<file path="config.mk">
export PLATFORM = sky130hd
export DESIGN_NAME = char_overlay
export DESIGN_NICKNAME = d
export VERILOG_FILES = /design/src/rtl/char_overlay.sv
export SDC_FILE = /design/constraint.sdc
export NUM_CORES = 1
export LEC_CHECK = 0
export ABC_AREA = 1
export CAP_MARGIN = 20
export CORE_MARGIN = 2
export CORE_UTILIZATION = 45
export CTS_CLUSTER_DIAMETER = 50
export DETAILED_ROUTE_END_ITERATION = 12
export GPL_TIMING_DRIVEN = 0
export PLACE_DENSITY = 0.66
export SLEW_MARGIN = 20
export SYNTH_ARGS = -nofsm -noshare
export SYNTH_HDL_FRONTEND = slang
export SYNTH_SLANG_ARGS = --single-unit
export TNS_END_PERCENT = 50
</file>
<file path="constraint.sdc">
create_clock -name clk -period 2.95 [get_ports clk]
set_clock_uncertainty 0.05 [all_clocks]
set_input_delay 0.59 -clock clk [delete_from_list [all_inputs] [get_ports clk]]
set_output_delay 0.59 -clock clk [all_outputs]
set_load 0.01 [all_outputs]
</file>
<file path="src/rtl/char_overlay.sv">
// Single-line ASCII text overlay on an RGB video stream: tracks raster position,
// drives an external 8x16 glyph ROM and muxes fg/bg colour with delay-matched sync.
module char_overlay #(
    parameter int N_CHARS     = 16,
    parameter int PIX_W       = 24,
    parameter int CW          = 12,
    parameter int ROM_AW      = 11,
    parameter int ROM_LATENCY = 1
) (
    input  logic                       clk,
    input  logic                       rst_n,
    input  logic                       in_vs,
    input  logic                       in_hs,
    input  logic                       in_de,
    input  logic [PIX_W-1:0]           in_data,
    input  logic                       overlay_en,
    input  logic [CW-1:0]              text_x,
    input  logic [CW-1:0]              text_y,
    input  logic [PIX_W-1:0]           fg_color,
    input  logic [PIX_W-1:0]           bg_color,
    input  logic                       bg_en,
    input  logic                       wr_en,
    input  logic [$clog2(N_CHARS)-1:0] wr_addr,
    input  logic [6:0]                 wr_char,
    output logic                       rom_re,
    output logic [ROM_AW-1:0]          rom_raddr,
    input  logic [7:0]                 rom_rdata,
    output logic                       out_vs,
    output logic                       out_hs,
    output logic                       out_de,
    output logic [PIX_W-1:0]           out_data
);
    localparam int AW = $clog2(N_CHARS);
    localparam logic [CW:0] WIN_W = (CW+1)'(8 * N_CHARS);
    localparam logic [CW:0] WIN_H = (CW+1)'(16);

    typedef struct packed {
        logic             vs;
        logic             hs;
        logic             de;
        logic             hit;
        logic [2:0]       col;
        logic [PIX_W-1:0] data;
    } stage_t;

    logic             vs_d, de_d, vs_rise;
    logic [CW-1:0]    x, y, tx_l, ty_l;
    logic [PIX_W-1:0] fg_l, bg_l;
    logic             bgen_l, en_l;
    logic [6:0]       tbuf [N_CHARS];

    assign vs_rise = in_vs & ~vs_d;

    // Window parameters are frame-stable: only the vsync rising edge loads them.
    always_ff @(posedge clk or negedge rst_n) begin
        if (!rst_n) begin
            vs_d   <= 1'b0;
            de_d   <= 1'b0;
            x      <= '0;
            y      <= '0;
            tx_l   <= '0;
            ty_l   <= '0;
            fg_l   <= '0;
            bg_l   <= '0;
            bgen_l <= 1'b0;
            en_l   <= 1'b0;
        end else begin
            vs_d <= in_vs;
            de_d <= in_de;
            if (vs_rise) begin
                tx_l   <= text_x;
                ty_l   <= text_y;
                fg_l   <= fg_color;
                bg_l   <= bg_color;
                bgen_l <= bg_en;
                en_l   <= overlay_en;
            end
            x <= in_de ? ((&x) ? x : x + 1'b1) : '0;
            if (vs_rise)
                y <= '0;
            else if (de_d && !in_de && !(&y))
                y <= y + 1'b1;
        end
    end

    always_ff @(posedge clk or negedge rst_n) begin
        if (!rst_n) begin
            for (int i = 0; i < N_CHARS; i++) tbuf[i] <= 7'h20;
        end else if (wr_en) begin
            tbuf[wr_addr] <= wr_char;
        end
    end

    // One extra bit on the offsets keeps a window near the right edge from wrapping.
    logic [CW:0]   dx, dy;
    logic          hit;
    logic [AW-1:0] slot;
    logic [6:0]    code;

    assign dx   = {1'b0, x} - {1'b0, tx_l};
    assign dy   = {1'b0, y} - {1'b0, ty_l};
    assign hit  = in_de & en_l & (x >= tx_l) & (dx < WIN_W) & (y >= ty_l) & (dy < WIN_H);
    assign slot = dx[AW+2:3];
    assign code = tbuf[slot];

    // pipe[0] is stage A; pipe[1..ROM_LATENCY] cover the ROM read latency.
    stage_t pipe [ROM_LATENCY+1];
    stage_t p;
    assign p = pipe[ROM_LATENCY];

    always_ff @(posedge clk or negedge rst_n) begin
        if (!rst_n) begin
            for (int i = 0; i <= ROM_LATENCY; i++) pipe[i] <= '0;
            rom_re    <= 1'b0;
            rom_raddr <= '0;
        end else begin
            pipe[0] <= {in_vs, in_hs, in_de, hit, dx[2:0], in_data};
            for (int i = 1; i <= ROM_LATENCY; i++) pipe[i] <= pipe[i-1];
            rom_re <= hit;
            if (hit) rom_raddr <= ROM_AW'({code, dy[3:0]});
        end
    end

    always_ff @(posedge clk or negedge rst_n) begin
        if (!rst_n) begin
            out_vs   <= 1'b0;
            out_hs   <= 1'b0;
            out_de   <= 1'b0;
            out_data <= '0;
        end else begin
            out_vs <= p.vs;
            out_hs <= p.hs;
            out_de <= p.de;
            if (p.hit && rom_rdata[3'd7 - p.col])
                out_data <= fg_l;
            else if (p.hit && bgen_l)
                out_data <= bg_l;
            else
                out_data <= p.data;
        end
    end
endmodule

</file>
Word-level counts from Yosys, hierarchy flattened:

Index checks and enable logic that the tools add are counted.
W data, S select, Z words.

* ROM bits: 0
* memories kept: 0
* memory bits (writable): 0
* register bits after elaboration: 310
* input port bits: 123
* logic and storage cells: 88
* latch bits: 0
* output and inout port bits: 39

* reductions and logical operators: 10
* eq/ne operators: 1
* multiplexer cells: 14
* $add $sub $neg: 5
* divide/modulo/power cells: 0
* order comparisons: 8
* bitwise logic cells: 9
* shift operators: 0
* multiply operators: 0

Operators with widths (number)
* $bwmux W112: 1
* $mux W12: 4
* $mux W24: 2
* $bmux W7 S4: 1
* $demux W7 S4: 1
* $sub A12 B12 Y13: 2
* $add A12 B1 Y12 const B: 2
* $ge A12 B12 Y1: 2
* $reduce_and A12 Y1: 2
* $mux W7: 3
* $lt A13 B5 Y1 const B: 1
* $lt A13 B8 Y1 const B: 1
* $ge A5 B5 Y1 const B: 2
* $not A4 Y5: 2
* $and A1 B1 Y1: 6
* $logic_and A1 B1 Y1: 5
* $lt A5 B1 Y1 const B: 1
* $lt A3 B4 Y1 const B: 1
* $bmux W1 S3: 1
* $sub A3 B3 Y3 const A: 1
* $logic_not A1 Y1: 2
* $ne A2 B2 Y1 const B: 1
* $reduce_bool A2 Y1: 1
* $mux W1: 1
* $not A1 Y1: 1

Depth between registers and ports, before layout:

* depth after elaboration: 6
* mapped depth: 19
* depth with buffers taken out: 18

Worst setup path after synthesis:

No wires, ideal clock.

* path type: reg2reg
* from: register y[0]
* to: register rom_raddr[5]
* clock period less this slack: 2285 ps
* path buffers: 1
* data arrival time: 2122 ps
* data required time: 2787 ps
* path slack: 665 ps
* cell stages (with the launch flop): 20
* setup time: 113 ps
* path through: dfrtp_1 inv_1 ha_1 inv_1 fa_1 nand2_1 nand2_1 nand3_1 nand2_1 nand2_1 nand2_1 nand2_1 nand2_1 nor2_1 nand3_2 nor2_4 buf_6 nand2_1 nand2_1 inv_1

* word-level cells in the longest chain between the ends: 3
* elaborated cells on any way between the ends: 5
* classes of those cells: add/sub: 1; order compare: 2; bitwise: 2

Ends and longest elaborated chain
* from (decl): line 47 `logic [CW-1:0] x, y, tx_l, ty_l;`
* from (signal assigned): line 82 `y <= y + 1'b1;`
* $sub A12 B12 Y13 or $ge A12 B12 Y1 (tied branches): line 101, 102
* $lt A13 B5 Y1 or $and A1 B1 Y1 (tied branches): line 102 `assign hit = in_de & en_l & (x >= tx_l) & (dx < WIN_W) & (y >= ty_l) & (dy < WIN_H);`
* $and A1 B1 Y1 *: line 102
* net hit: line 96 `logic hit;`
* to (signal assigned): line 120 `if (hit) rom_raddr <= ROM_AW'({code, dy[3:0]});`
* to (decl): line 26 `output logic [ROM_AW-1:0] rom_raddr,`

Mark *: on every way through the listed nets, which the timed path passes. The rest lies on a longest branch.
A chain may end at the register's enable or synchronous reset.

Final worst setup path:

* from: register x[0]
* to: register rom_raddr[5]

* word-level cells in the longest chain between the ends: 5
* elaborated cells on any way between the ends: 11
* classes of those cells: add/sub: 1; order compare: 2; mux: 3; bitwise: 5

Ends and longest elaborated chain
* from (decl): line 47
* from (signal assigned): line 78 `x <= in_de ? ((&x) ? x : x + 1'b1) : '0;`
* $sub A12 B12 Y13 or $ge A12 B12 Y1 (tied branches): line 100, 102
* $lt A13 B8 Y1, or another cell as far along: line 102
* $and A1 B1 Y1 or $bmux W7 S4 (tied branches): line 102, 104
* $and A1 B1 Y1 or $mux W7 (tied branches) (2 in a row): line 102, 104

Several ways; a longest one is shown, not always the timed one. The select of a mux whose other input is x is not followed.

==> metrics.txt <==
# TYPE chip_impl_metric gauge
chip_impl_metric{name="grt_first_pass_wirelength",unit="mm"} 64.2
chip_impl_metric{name="total_power",unit="uW"} 12400
chip_impl_metric{name="gp_routability_congestion",unit=""} 0.892
chip_impl_metric{name="worst_slew_margin_rel",unit="%"} 52.7
chip_impl_metric{name="flops_latches_synth",unit=""} 310
chip_impl_metric{name="critPathMaxFanout",unit=""} 10
chip_impl_info{name="category_of_the_critical_setup_timing_path",value="reg -> reg"} 1
chip_impl_metric{name="design.core.area",unit="um2"} 31700
chip_impl_info{name="layout_commonest_cell",value="sky130_fd_sc_hd__nand2_1"} 1
chip_impl_metric{name="area_delta_synth_final",unit="%"} 23.8
chip_impl_metric{name="synth_sequential_area_ratio",unit="%"} 53.3
chip_impl_metric{name="ctsLongestPathBuffers",unit=""} 3
chip_impl_metric{name="design.die.area",unit="um2"} 33900
chip_impl_metric{name="layout_nets",unit=""} 2146
chip_impl_metric{name="finalWorstPathRequiredPeriod",unit="ns"} 2.80
chip_impl_metric{name="postSynthCellCount",unit=""} 1796
chip_impl_metric{name="grt_antenna_before_repair",unit=""} 0
chip_impl_metric{name="postLayoutSetupSlackWorst",unit="ns"} 0.151
chip_impl_info{name="worst_setup_path_startpoint",value="x[0]$_DFFE_PN0P_"} 1
chip_impl_metric{name="cap_viol_max_count",unit=""} 0
chip_impl_metric{name="core.rowCount",unit=""} 65
chip_impl_metric{name="design_area",unit="um2"} 18100
chip_impl_info{name="outcome",value="finished, final reports clean"} 1
chip_impl_metric{name="final_period_utilization",unit="%"} 94.9
chip_impl_info{name="endpoint_kind",value="flip-flop"} 1
chip_impl_info{name="rr_startpoint",value="x[0]$_DFFE_PN0P_"} 1
chip_impl_metric{name="via_density",unit=""} 5.12
chip_impl_metric{name="netlist-cell-type-count",unit=""} 43
chip_impl_metric{name="cts-htree-levels",unit=""} 2
chip_impl_info{name="source_of_the_worst_hold_timing_path",value="pipe[35]$_DFF_PN0_"} 1
chip_impl_metric{name="die_height",unit="um"} 184
chip_impl_metric{name="maxSlewViolCount",unit=""} 0
chip_impl_metric{name="initial_utilization",unit="%"} 46.0
chip_impl_metric{name="dp_slack",unit="ns"} -0.0580
chip_impl_metric{name="drt_iter0_markers",unit=""} 1038
chip_impl_metric{name="syn-mean-instance-area",unit="um2"} 8.12
chip_impl_metric{name="pin_count",unit=""} 162
chip_impl_metric{name="ant_nets",unit=""} 0
chip_impl_metric{name="finalWirelength",unit="mm"} 40.3
chip_impl_metric{name="drc_errors",unit=""} 0
chip_impl_metric{name="grt_remaining_overflow",unit=""} 0
chip_impl_metric{name="clock_network_latency_to_the_later_pin_of_the_worst_skew_pair",unit="ns"} 0.54
chip_impl_metric{name="clock_sinks",unit=""} 310
chip_impl_metric{name="largest_net_degree_at_the_start_of_global_routing",unit=""} 103
chip_impl_metric{name="io_buffers",unit=""} 154
chip_impl_metric{name="number_of_warnings_printed_during_yosys_synthesis",unit=""} 0
chip_impl_info{name="tritoncts",value="done"} 1
chip_impl_metric{name="synth-edff-count",unit=""} 0
chip_impl_metric{name="worstPathArrival",unit="ns"} 3.16
chip_impl_metric{name="worst_setup_hold_path_clk_slew",unit="ns"} 0.06
chip_impl_metric{name="wire_per_inst",unit="um"} 16.6
chip_impl_metric{name="worst_slew_pin_slew",unit="ns"} 0.710
chip_impl_info{name="ctsRootBufferMaster",value="sky130_fd_sc_hd__clkbuf_16"} 1
chip_impl_metric{name="cellLeakagePower",unit="uW"} 0.00892
chip_impl_metric{name="drive_above_1_share",unit="%"} 7.60
chip_impl_metric{name="drtPass1Iterations",unit=""} 7
chip_impl_metric{name="power_density",unit="nW/um2"} 688
chip_impl_info{name="holdCritPathClass",value="reg -> reg"} 1
chip_impl_metric{name="timing.final.hold_violations",unit=""} 0
chip_impl_metric{name="vias_in_the_first_global_route",unit=""} 12186
chip_impl_metric{name="chipWidth",unit="um"} 184
chip_impl_metric{name="place.detailed.hpwl",unit="mm"} 29.0
chip_impl_info{name="synth-main-ff-cell",value="sky130_fd_sc_hd__dfrtp_1"} 1
chip_impl_metric{name="gr-usage-all-layers",unit="%"} 24.2
chip_impl_metric{name="routed-via-count",unit=""} 12427
chip_impl_metric{name="ys_async_sr_fraction",unit="%"} 100
chip_impl_metric{name="max-vdd-ir-drop",unit="mV"} 0.494
chip_impl_info{name="setup.worst_path.start_class",value="flip-flop"} 1
chip_impl_metric{name="setup-violations-final",unit=""} 0
chip_impl_metric{name="synth.cell_area",unit="um2"} 14600
chip_impl_metric{name="insertedDiodeCount",unit=""} 0
chip_impl_metric{name="placement.cell_area",unit="um2"} 16700
chip_impl_metric{name="cts-buffers-inserted",unit=""} 39
chip_impl_metric{name="timing.critical_path.required",unit="ns"} 3.31
chip_impl_metric{name="synth_fp_nets",unit=""} 1947
chip_impl_info{name="layout.cells.most_common_list",value="sky130_fd_sc_hd__nand2_1, sky130_fd_sc_hd__dfrtp_1, sky130_fd_sc_hd__inv_1"} 1
chip_impl_info{name="grt_setup_unrepaired",value="no"} 1
chip_impl_metric{name="maxClockFrequency",unit="MHz"} 357
chip_impl_metric{name="fin_util",unit="%"} 56.9
metal layers:
metal	GRT usage, %	part of all wire, %
met1	35.7	48
met2	37.6	44
met3	3.90	6.3
met4	5.70	1.7
met5	0	0
stage by stage:
| stage | hold WS, ns | cells | setup TNS, ns |
|---|---|---|---|
| floorplan | 0.244 | 1796 | 0 |
| detailed placement | 0.285 | 2355 | -0.0914 |
| global placement | 0.281 | 2352 | -3696.46 |
| global route | 0.276 | 2427 | 0 |
| CTS | 0.285 | 2427 | 0 |
| finish | 0.283 | 2427 | 0 |
layout make-up:
cell class | count | area [um2]
plain buffers | 75 | 408
well taps | 402 | 503
clock buffers | 57 | 1130
flip-flops and latches | 310 | 7780
inverters | 247 | 930
multi-input cells | 1163 | 5500
clock inverters | 14 | 159
fillers | 2907 | 13700
repair buffers | 159 | 1650
cells by family (layout without fill, tap and decap cells):
| logic type | count (synthesis) | count (layout) | share of synthesized area (%) |
|---|---|---|---|
| buffers and inverters | 323 | 552 | 9.16 |
| flip-flops | 310 | 310 | 53.3 |
| multiplexers | 1 | 1 | 0.0686 |
| AND/OR/NAND/NOR | 909 | 909 | 26.4 |
| adder cells (fa/ha/maj) | 28 | 28 | 2.50 |
| AO/OA/AOI/OAI | 221 | 221 | 8.25 |
| XOR/XNOR | 4 | 4 | 0.292 |
sequential cells by signal (all words and copies together), names as in the netlist, 24 cells and up:
register	cells
out_data	24
bg_l	24
fg_l	24
tbuf	112
p	31
pipe	31
power breakdown:
group / internal [uW] / switching, uW
sequential: 4840 / 233
clock: 2860 / 1860
combinational: 958 / 1680
worst paths after layout:
path                                       endpoint  slack [ns]  cells after the start
max in group asynchronous      tbuf[89]$_DFFE_PN1P_        1.17                      4
max reg2reg                rom_raddr[5]$_DFFE_PN0P_        0.15                     18
min reg2reg                          p[4]$_DFF_PN0_        0.28                      0
max                        rom_raddr[5]$_DFFE_PN0P_        0.15                     18
min                                  p[4]$_DFF_PN0_        0.28                      0
min in group asynchronous           p[29]$_DFF_PN0_        0.56                      2
synth_stat cells, types with 7 or more instances:
cell / count / share of area [%]
sky130_fd_sc_hd__dfrtp_1: 294 / 50
sky130_fd_sc_hd__nand2_2: 11 / 0.47
sky130_fd_sc_hd__nor2_1: 88 / 2.3
sky130_fd_sc_hd__dfstp_2: 16 / 2.9
sky130_fd_sc_hd__nand3_2: 15 / 1.0
sky130_fd_sc_hd__nand3b_1: 13 / 0.67
sky130_fd_sc_hd__buf_2: 10 / 0.34
sky130_fd_sc_hd__inv_2: 8 / 0.21
sky130_fd_sc_hd__a31oi_1: 25 / 1.1
sky130_fd_sc_hd__ha_1: 26 / 2.2
sky130_fd_sc_hd__o21ai_0: 151 / 5.2
sky130_fd_sc_hd__a21oi_1: 22 / 0.75
sky130_fd_sc_hd__o21bai_1: 9 / 0.46
sky130_fd_sc_hd__clkbuf_1: 47 / 1.2
sky130_fd_sc_hd__nand3_1: 160 / 5.5
sky130_fd_sc_hd__nand2_1: 602 / 15
sky130_fd_sc_hd__buf_6: 8 / 0.62
sky130_fd_sc_hd__nand4_1: 7 / 0.30
sky130_fd_sc_hd__inv_1: 239 / 6.1
timing repair:
item,in CTS,in global routing
endpoints found under the setup margin,0,7
resized for setup,0,9
hold buffers,1,0
endpoints found under the hold margin,59,0
setup buffers,0,1
worst max-delay path, cell delays in order, from the launching register on:
cell,delay (ns)
sky130_fd_sc_hd__dfrtp_1,0.37
sky130_fd_sc_hd__inv_1,0.08
sky130_fd_sc_hd__ha_1,0.23
sky130_fd_sc_hd__fa_2,0.37
sky130_fd_sc_hd__inv_1,0.12
sky130_fd_sc_hd__nand3_1,0.11
sky130_fd_sc_hd__nand2_2,0.12
sky130_fd_sc_hd__nand2_1,0.07
sky130_fd_sc_hd__nand2_2,0.12
sky130_fd_sc_hd__inv_4,0.09
sky130_fd_sc_hd__buf_4,0.19
sky130_fd_sc_hd__nand3_1,0.13
sky130_fd_sc_hd__nand3_1,0.15
sky130_fd_sc_hd__nand3_2,0.13
sky130_fd_sc_hd__nand2_1,0.08
sky130_fd_sc_hd__inv_1,0.11
sky130_fd_sc_hd__nand2_1,0.07
sky130_fd_sc_hd__nand2_1,0.06
sky130_fd_sc_hd__inv_1,0.03
Note: power is estimated with default switching activity, not from simulation.
